`config.mk`:
```
export PLATFORM = sky130hd
export DESIGN_NAME = tx_controller
export DESIGN_NICKNAME = d
export VERILOG_FILES = /design/src/rtl/txc_pkg.sv /design/src/rtl/txc_bitclk.sv /design/src/rtl/tx_controller.sv
export SDC_FILE = /design/constraint.sdc
export NUM_CORES = 1
export LEC_CHECK = 0
export ABC_AREA = 1
export CORE_MARGIN = 2
export CORE_UTILIZATION = 40
export CTS_CLUSTER_DIAMETER = 30
export CTS_CLUSTER_SIZE = 12
export DETAILED_ROUTE_END_ITERATION = 10
export PLACE_DENSITY = 0.83
export SYNTH_ARGS = -nofsm -noshare
export SYNTH_HDL_FRONTEND = slang
export SYNTH_SLANG_ARGS = --single-unit
export TNS_END_PERCENT = 1
```
`constraint.sdc`:
```
create_clock -name clk -period 2.8 [get_ports clk]
set_input_delay 0.42 -clock clk [delete_from_list [all_inputs] [get_ports clk]]
set_output_delay 0.42 -clock clk [all_outputs]
set_load 0.05 [all_outputs]
```
`src/rtl/txc_pkg.sv`:
```
// Shared types and defaults for the I2C master transmit controller.
package txc_pkg;

  localparam int unsigned TXC_CNT_W         = 6;
  localparam int unsigned TXC_BITS_PER_BYTE = 8;
  localparam int unsigned TXC_BURST_LEN     = 4;
  localparam int unsigned TXC_ACK_TIMEOUT   = 32;

  typedef enum logic [3:0] {
    S_IDLE,
    S_START,
    S_ADDR,
    S_WRBIT,
    S_ACK_A,
    S_DATA0,
    S_ACK0,
    S_DATA1,
    S_ACK1,
    S_STOP
  } txc_state_t;

  // States in which SCL toggles and every bit occupies two clocks.
  function automatic logic is_bit_state(input txc_state_t s);
    return (s inside {S_ADDR, S_WRBIT, S_ACK_A, S_DATA0, S_ACK0, S_DATA1, S_ACK1});
  endfunction

  function automatic logic is_ack_state(input txc_state_t s);
    return (s inside {S_ACK_A, S_ACK0, S_ACK1});
  endfunction

endpackage

```
`src/rtl/txc_bitclk.sv`:
```
// Bit phase generator: ph alternates 0/1 while run is high, held at 0
// otherwise. bit_end marks the second half of a bit (SCL high).
module txc_bitclk (
  input  logic clk,
  input  logic reset,
  input  logic run,
  output logic ph,
  output logic bit_end
);

  // Phase toggle; any non-bit cycle restarts the next bit at ph=0.
  always_ff @(posedge clk) begin
    if (reset)    ph <= 1'b0;
    else if (run) ph <= ~ph;
    else          ph <= 1'b0;
  end

  // End-of-bit strobe.
  always_comb begin
    bit_end = run & ph;
  end

endmodule

```
`src/rtl/tx_controller.sv`:
```
// Control FSM of a double-buffered I2C master transmitter.
// Optional feature macro: TXC_ACK_TIMEOUT_EN (ACK wait timeout -> STOP).
module tx_controller
  import txc_pkg::*;
#(
  parameter int unsigned BITS_PER_BYTE = TXC_BITS_PER_BYTE,
  parameter int unsigned BURST_LEN     = TXC_BURST_LEN,
  parameter int unsigned ACK_TIMEOUT   = TXC_ACK_TIMEOUT
) (
  input  logic                 clk,
  input  logic                 reset,
  input  logic                 StartTX,
  input  logic                 Ackrecvd,
  input  logic [TXC_CNT_W-1:0] TXCount,
  input  logic [TXC_CNT_W-1:0] BurstCnt,
  output logic                 ResetTXCount,
  output logic                 IncTXCount,
  output logic                 ResetBurstCnt,
  output logic                 IncBurstCnt,
  output logic                 LoadAddr,
  output logic                 LoadTXBuf0,
  output logic                 LoadTXBuf1,
  output logic                 ShiftTXBuf0,
  output logic                 ShiftTXBuf1,
  output logic                 PassTXBuf,
  output logic                 SendStartSig,
  output logic                 SendStopSig,
  output logic                 SendWriteSig,
  output logic                 WaitAck,
  output logic                 SDA,
  output logic                 SCL
);

  localparam logic [TXC_CNT_W-1:0] ADDR_LAST  = TXC_CNT_W'(BITS_PER_BYTE - 2);
  localparam logic [TXC_CNT_W-1:0] DATA_LAST  = TXC_CNT_W'(BITS_PER_BYTE - 1);
  localparam logic [TXC_CNT_W-1:0] BURST_LAST = TXC_CNT_W'(BURST_LEN);

  if (BURST_LEN < 1 || BURST_LEN > 63) begin : g_bad_burst
    $error("tx_controller: BURST_LEN must be 1..63");
  end
  if (BITS_PER_BYTE < 2 || BITS_PER_BYTE > 63) begin : g_bad_bits
    $error("tx_controller: BITS_PER_BYTE must be 2..63");
  end
  if (ACK_TIMEOUT < 1) begin : g_bad_timeout
    $error("tx_controller: ACK_TIMEOUT must be at least 1");
  end

  txc_state_t state;
  logic       ph;
  logic       bit_end;
  logic       run;
  logic       in_ack;
  logic       ack_taken;
  logic       timeout;

  // ACK slot qualifiers shared by the FSM and the optional timeout counter.
  always_comb begin
    in_ack    = is_ack_state(state);
    ack_taken = in_ack & ph & Ackrecvd;
  end

`ifdef TXC_ACK_TIMEOUT_EN
  localparam int unsigned TO_W = $clog2(ACK_TIMEOUT + 1);

  logic [TO_W-1:0] to_cnt;

  // Counts clocks spent in the current ACK state; cleared on any exit.
  always_ff @(posedge clk) begin
    if (reset || !in_ack || ack_taken || timeout) to_cnt <= '0;
    else                                          to_cnt <= to_cnt + TO_W'(1);
  end

  // Abort when the last permitted ACK clock passes without acceptance.
  always_comb begin
    timeout = in_ack & ~ack_taken & (to_cnt == TO_W'(ACK_TIMEOUT - 1));
  end
`else
  // ACK states wait indefinitely.
  always_comb begin
    timeout = 1'b0;
  end
`endif

  // Phase runs in bit states; a timeout abort forces STOP to start at ph=0.
  always_comb begin
    run = is_bit_state(state) & ~timeout;
  end

  txc_bitclk u_bitclk (
    .clk     (clk),
    .reset   (reset),
    .run     (run),
    .ph      (ph),
    .bit_end (bit_end)
  );

  // Transaction sequencing; all bit-state transitions happen at bit_end.
  always_ff @(posedge clk) begin
    if (reset) begin
      state <= S_IDLE;
    end else begin
      unique case (state)
        S_IDLE:  if (StartTX) state <= S_START;
        S_START: state <= S_ADDR;
        S_ADDR:  if (bit_end && TXCount == ADDR_LAST) state <= S_WRBIT;
        S_WRBIT: if (bit_end) state <= S_ACK_A;
        S_ACK_A: begin
          if (ack_taken)    state <= S_DATA0;
          else if (timeout) state <= S_STOP;
        end
        S_DATA0: if (bit_end && TXCount == DATA_LAST) state <= S_ACK0;
        S_ACK0: begin
          if (ack_taken)    state <= (BurstCnt == BURST_LAST) ? S_STOP : S_DATA1;
          else if (timeout) state <= S_STOP;
        end
        S_DATA1: if (bit_end && TXCount == DATA_LAST) state <= S_ACK1;
        S_ACK1: begin
          if (ack_taken)    state <= (BurstCnt == BURST_LAST) ? S_STOP : S_DATA0;
          else if (timeout) state <= S_STOP;
        end
        S_STOP:  state <= S_IDLE;
        default: state <= S_IDLE;
      endcase
    end
  end

  // Output decode from state, bit phase and the external bit counter.
  always_comb begin
    ResetTXCount  = 1'b0;
    IncTXCount    = 1'b0;
    ResetBurstCnt = 1'b0;
    IncBurstCnt   = 1'b0;
    LoadAddr      = 1'b0;
    LoadTXBuf0    = 1'b0;
    LoadTXBuf1    = 1'b0;
    ShiftTXBuf0   = 1'b0;
    ShiftTXBuf1   = 1'b0;
    PassTXBuf     = 1'b0;
    SendStartSig  = 1'b0;
    SendStopSig   = 1'b0;
    SendWriteSig  = 1'b0;
    WaitAck       = 1'b0;
    SDA           = 1'b1;
    SCL           = 1'b1;
    unique case (state)
      S_IDLE: begin
        ResetTXCount  = 1'b1;
        ResetBurstCnt = 1'b1;
      end
      S_START: begin
        SendStartSig = 1'b1;
        LoadAddr     = 1'b1;
        SDA          = 1'b0;
      end
      S_ADDR: begin
        SCL         = ph;
        ShiftTXBuf0 = ph;
        IncTXCount  = ph;
      end
      S_WRBIT: begin
        SCL          = ph;
        SendWriteSig = 1'b1;
        SDA          = 1'b0;
      end
      S_ACK_A, S_ACK0, S_ACK1: begin
        SCL          = ph;
        WaitAck      = 1'b1;
        ResetTXCount = 1'b1;
        LoadTXBuf0   = (state == S_ACK_A) & ~ph;
      end
      S_DATA0: begin
        SCL         = ph;
        LoadTXBuf1  = ~ph & (TXCount == '0);
        ShiftTXBuf0 = ph;
        IncTXCount  = ph;
        IncBurstCnt = ph & (TXCount == DATA_LAST);
      end
      S_DATA1: begin
        SCL         = ph;
        PassTXBuf   = 1'b1;
        LoadTXBuf0  = ~ph & (TXCount == '0);
        ShiftTXBuf1 = ph;
        IncTXCount  = ph;
        IncBurstCnt = ph & (TXCount == DATA_LAST);
      end
      S_STOP: begin
        SendStopSig = 1'b1;
        SDA         = 1'b0;
      end
      default: ;
    endcase
  end

endmodule

```
==> flow_summary.yaml, run 1 <==
place:
  gp_congestion: 0.8539
  pre_cts_ws_ps: 532.2
  placedCellCount: 153
  io_buffers: 31
  hpwl_um: 1384
timing:
  rsz0062_at_grt: "no"
  slew-limit-headroom_pct: 66.31
  fmax_ghz: 0.3985
  worst_slack_ps: 290.8
  slew_violations: 0
  period_minus_slack_ps: 2509
  post-route-period-util_pct: 89.61
  worst_pin_slew_ps: 503.8
  skew_ps: 1.730
  setup_viol_count_final: 0
  hold_viol: 0
  setup_tns_ps: 0
yosys:
  yosys_register_bits: 5
  netlist_area_um2: 569.3
  synth_cell_types: 19
  syn_area_per_cell_um2: 5.271
  syn-num-nets: 124
  yosysSeqAreaShare_pct: 17.58
  synth_warnings: 0
  synthCells: 108
clock_network:
  clock_latency_ps: 230
  cts_root_buf: "clkbuf_4"
  cts_resized: 0
  h-tree-depth: 1
  numCtsBuffers: 3
  clockBufferDepth: 2
  clock_sinks: 5
  cts_tree: "done"
  holdBufCountCts: 0
  cts_setup_buffers: 0
  cts.clk_slew.worst_paths_ps: 40
critical_path:
  crit_slowest_cell: "clkdlybuf4s50_1"
  crit_path_end_kind: "primary output"
  startpoint_type: "flop"
  path_delay_family: "buffers and inverters"
  cp_max_fo: 7
  path_buf_inv: 4
  slowest_delay_ps: 800
  cp_cell_sequence: "inv_2 > nand2_1 > nor2_2 > inv_2 > nor2_2 > inv_1 > nor2_1 > clkdlybuf4s50_1"
  critPathArrivalTime_ps: 2090
  cp.required_ps: 2380
  path_class: "flop to primary output"
die:
  rows: 13
  num_io_pins: 32
  dieWidth_um: 41.73
  core_um2: 1318
  die_area_um2: 1741
  initial_utilization_pct: 43.21
  die_h_um: 41.73
power_and_ir_drop:
  p_leak_nw: 0.4288
  switching_share_pct: 59.32
  p_comb_share_pct: 79.0
  seqPwrFrac_pct: 13.3
  p_switching_mw: 0.6091
  pwr-share-clk_pct: 7.7
  power.density_nw_per_um2: 1129
  peakVddDrop_mv: 0.6721
  p_int_mw: 0.4177
grt:
  grt_max_degree: 8
  grt_pass1_wl_um: 2615
  antenna_found_initial: 0
  grt-ovfl-total: 0
  grt_pass1_vias: 674
  grtUsageTotal_pct: 18.73
drt:
  drt_wl_total_um: 1547
  drc: 0
  wl_per_cell_um: 9.854
  first_pass_iters: 4
  viasPerCell: 4.796
  ant_nets: 0
  vias: 753
  drt-initial-drc-count: 15
cells_and_area:
  final_layout_size_suffix_gt1_share_pct: 15.49
  fin_util_pct: 69.04
  nNetsFinal: 159
  synthToLayoutAreaGrowth_pct: 59.78
  layout.cells.non_filler: 157
  diodes: 0
hold_path:
  hold_path.class: "flop to flop"
status:
  status: "finished, final reports clean"
run:
  cap_viol_max_count: 0
-- worst register-to-register path, delay by kind of cell, from the launching register on --
family / cells / cell delay, ps
AO/OA/AOI/OAI: 1 / 100
flip-flops: 1 / 330
buffers and inverters: 2 / 190
AND/OR/NAND/NOR: 7 / 640
-- per-stage QoR --
step | hold WS (ps) | power [mW] | area, um^2
6_report | 482.9 | 1.027 | 909.6
5_1_grt | 524.9 | 1.106 | 909.6
3_5_place_dp | 485.5 | 0.9553 | 883.3
2_1_floorplan | 437.1 | 0.7397 | 569.3
4_1_cts | 496.9 | 1.039 | 909.6
3_3_place_gp | 470.0 | 0.9492 | 883.3
-- logic make-up after synthesis --
kind of cell / Yosys count / synth area share (%)
AO/OA/AOI/OAI: 6 / 6.155
buffers and inverters: 18 / 12.53
flip-flops: 5 / 17.58
AND/OR/NAND/NOR: 79 / 63.73
-- power groups by stage --
| stage | Clock, mW | Combinational (mW) | Sequential, mW |
|---|---|---|---|
| 6_report | 0.0791 | 0.811 | 0.137 |
| 5_1_grt | 0.0856 | 0.879 | 0.141 |
| 4_1_cts | 0.0835 | 0.819 | 0.137 |
| 3_5_place_dp | 0 | 0.817 | 0.138 |
| 3_3_place_gp | 0 | 0.813 | 0.136 |
| 2_1_floorplan | 0 | 0.609 | 0.131 |
-- area by class of cell --
cell class / instances / area (um^2)
fill: 138 / 407.9
timing repair buffer: 31 / 302.8
sequential: 5 / 100.1
multi-input combinational: 85 / 397.9
tap: 15 / 18.77
clock buffer: 4 / 26.28
inverter: 17 / 63.81
-- cell usage in the layout, fill, tap and decap left out, drive strengths merged --
cell,synthesis,layout
o21ai,2,2
dfxtp,5,5
clkbuf,0,4
o22ai,1,1
clkdlybuf4s50,0,28
inv,17,17
nand3b,1,1
a21oi,3,3
nand4,1,1
nand3,9,9
buf,1,3
nor4,1,1
nor2,31,31
nand2,33,33
nor3,3,3
-- final timing paths --
path	startpoint	to	slack, ps	cells after the start
worst max-delay path	state[3]	ShiftTXBuf1	290	8
worst min register to register	u_bitclk.ph	u_bitclk.ph	480	1
worst max register to register	state[3]	state[3]	1430	10
worst min-delay path	u_bitclk.ph	u_bitclk.ph	480	1
-- per-layer routing --
layer | part of all wire (%) | GRT usage [%]
met3 | 6.5 | 4.783
met5 | 0 | 0
met2 | 51 | 33.44
met1 | 42 | 21.52
met4 | 0 | 5.806
-- sequential cells by signal (all words and copies together), names as in the netlist --
name and flops:
u_bitclk.ph 1, state 4
-- synth_stat cells --
library cell / number / area (um^2)
nand2_1: 28 / 105.1
nor2_1: 25 / 93.84
inv_1: 13 / 48.80
nand3_1: 9 / 45.04
dfxtp_1: 5 / 100.1
inv_2: 4 / 15.01
nand2_2: 4 / 25.02
nor2_2: 4 / 25.02
nor3_1: 3 / 15.01
a21oi_1: 2 / 10.01
nor2_4: 2 / 22.52
o21ai_0: 2 / 10.01
a21oi_2: 1 / 8.760
buf_4: 1 / 7.510
nand2_4: 1 / 11.26
nand3b_1: 1 / 7.510
nand4_1: 1 / 6.260
nor4_1: 1 / 6.260
o22ai_1: 1 / 6.260
Power figures use the tool's default switching activity.
==> run 2: changes to the inputs <==
--- a/config.mk
+++ b/config.mk
@@ -7,11 +7,11 @@
 export LEC_CHECK = 0
 export ABC_AREA = 1
 export CORE_MARGIN = 2
-export CORE_UTILIZATION = 40
+export CORE_UTILIZATION = 31
 export CTS_CLUSTER_DIAMETER = 30
 export CTS_CLUSTER_SIZE = 12
 export DETAILED_ROUTE_END_ITERATION = 10
-export PLACE_DENSITY = 0.83
+export PLACE_DENSITY = 0.67
 export SYNTH_ARGS = -nofsm -noshare
 export SYNTH_HDL_FRONTEND = slang
 export SYNTH_SLANG_ARGS = --single-unit
==> run 2 against run 1 <==
Power increased by 0.51%. First-iteration DRC count unchanged. Sequential share of layout area decreased by 0.15 points. Cell count increased by 6.4%. Clock skew increased by 3.2 ps. Count of clock-buffer cells in the layout unchanged. Non-clock buffer count unchanged. Wire length increased by 3.0%. Final area increased by 1.4%. Hold slack improved by 7.3 ps. Combinational power about the same. Clock power increased by 5.2%. Critical endpoint unchanged. Largest cell class unchanged. Largest power group unchanged.
==> flow_summary.yaml, run 2 (same netlist as run 1, synthesis figures left out) <==
cells_and_area:
  layout.cells.non_filler: 167
  top_register: "state"
  final_cell_mix: "nand2_1 (28), clkdlybuf4s50_1 (28), nor2_1 (25)"
  nNetsFinal: 159
  fin_util_pct: 53.41
  final_layout_size_suffix_gt1_share_pct: 15.49
  diodes: 0
  synthToLayoutAreaGrowth_pct: 61.98
  top_regs: "state: 4 flops, u_bitclk.ph: 1 flops"
  largest_reg_flops: 4
  fill_cells: 189
timing:
  setup_viol_count_final: 0
  worst_pin_slew_ps: 498.4
  rsz0062_at_grt: "no"
  setup_tns_ps: 0
  slew_violations: 0
  slew-limit-headroom_pct: 66.67
  post-route-period-util_pct: 91.45
  hold_ws_ps: 490.3
  skew_ps: 4.920
  fmax_ghz: 0.3905
  hold_viol: 0
  period_minus_slack_ps: 2561
die:
  initial_utilization_pct: 32.97
  num_io_pins: 32
  die_h_um: 46.86
  rows: 15
  dieWidth_um: 46.86
  core_um2: 1727
  die_area_um2: 2195
grt:
  grt-ovfl-total: 0
  grtUsageTotal_pct: 15.72
  grt_pass1_wl_um: 2504
  grt_max_degree: 8
  antenna_found_initial: 0
  grt_pass1_vias: 616
clock_network:
  holdBufCountCts: 0
  clockBufferDepth: 2
  clock_latency_ps: 240
  cts_resized: 0
  cts_setup_buffers: 0
  cts_root_buf: "clkbuf_4"
  cts_tree: "done"
  numCtsBuffers: 3
  cts.clk_slew.worst_paths_ps: 40
  h-tree-depth: 1
  clock_sinks: 5
critical_path:
  crit_path_end_kind: "primary output"
  cp.required_ps: 2380
  critPathArrivalTime_ps: 2140
  path_class: "flop to primary output"
  rr_worst_depth: 9
  endpoint: "ShiftTXBuf1"
  cp_max_fo: 6
  startpoint_type: "flop"
  reg2reg_to: "state[2]"
  r2r_slack_ps: 1390
  startpoint: "state[2]"
  r2r-start: "state[2]"
status:
  status: "finished, final reports clean"
place:
  hpwl_um: 1330
  gp_congestion: 0.8245
  io_buffers: 31
  placedCellCount: 163
drt:
  drt_wl_total_um: 1594
  first_pass_iters: 6
  wl_per_cell_um: 9.545
  drt-initial-drc-count: 15
  drc: 0
  viasPerCell: 4.509
  ant_nets: 0
  vias: 753
power_and_ir_drop:
  p_leak_nw: 0.4288
  power.density_nw_per_um2: 1119
  power_mw: 1.032
  peakVddDrop_mv: 0.5916
hold_path:
  holdPathStages: 1
  hold_path.class: "flop to flop"
run:
  cap_viol_max_count: 0
-- run 2: cell counts in the layout (fill, tap and decap cells not counted) --
Identical to the previous run, type by type.
-- run 2: per-stage QoR --
stage | worst slack [ps] | instance area (um^2)
floorplan | 287.9 | 569.3
global placement | 511.4 | 895.9
detailed placement | 523.5 | 895.9
CTS | 255.9 | 922.1
global route | 96.15 | 922.1
finish | 239.3 | 922.1
-- run 2: worst min path at each step --
| stage | startpoint | endpoint | slack (ps) |
|---|---|---|---|
| 6_report | u_bitclk.ph | u_bitclk.ph | 490 |
| 5_1_grt | u_bitclk.ph | u_bitclk.ph | 520 |
| 4_1_cts | u_bitclk.ph | u_bitclk.ph | 490 |
| 3_5_place_dp | u_bitclk.ph | u_bitclk.ph | 490 |
| 3_3_place_gp | u_bitclk.ph | u_bitclk.ph | 470 |
| 2_1_floorplan | u_bitclk.ph | u_bitclk.ph | 440 |
-- run 2: critical path, stage by stage (launching register included) --
cell	delay [ps]
dfxtp_1	440
nand2_1	150
nor2_2	170
inv_2	70
nor2_2	100
inv_1	80
nor2_1	90
clkdlybuf4s50_1	800
-- run 2: cell type report --
cell class                 instances  area, um^2  share of cell area (%)
multi-input combinational         85       397.9                   43.15
timing repair buffer              31       302.8                   32.84
sequential                         5       100.1                   10.85
inverter                          17       63.81                   6.920
tap                               25       31.28                   3.392
clock buffer                       4       26.28                   2.849
-- run 2: power breakdown --
part / total (mW) / switching, mW / internal (mW)
clock: 0.0832 / 0.0293 / 0.0539
sequential: 0.138 / 0.0400 / 0.0984
combinational: 0.810 / 0.545 / 0.265
total: 1.03 / 0.614 / 0.418
-- run 2: layer usage --
| layer | global-route usage, % | vias up | routed length [um] |
|---|---|---|---|
| met5 | 0 | - | 0 |
| met4 | 6.667 | 0 | 17 |
| met3 | 2.308 | 3 | 99 |
| met2 | 23.56 | 24 | 684 |
| met1 | 22.35 | 322 | 792 |
| li1 | - | 404 | - |
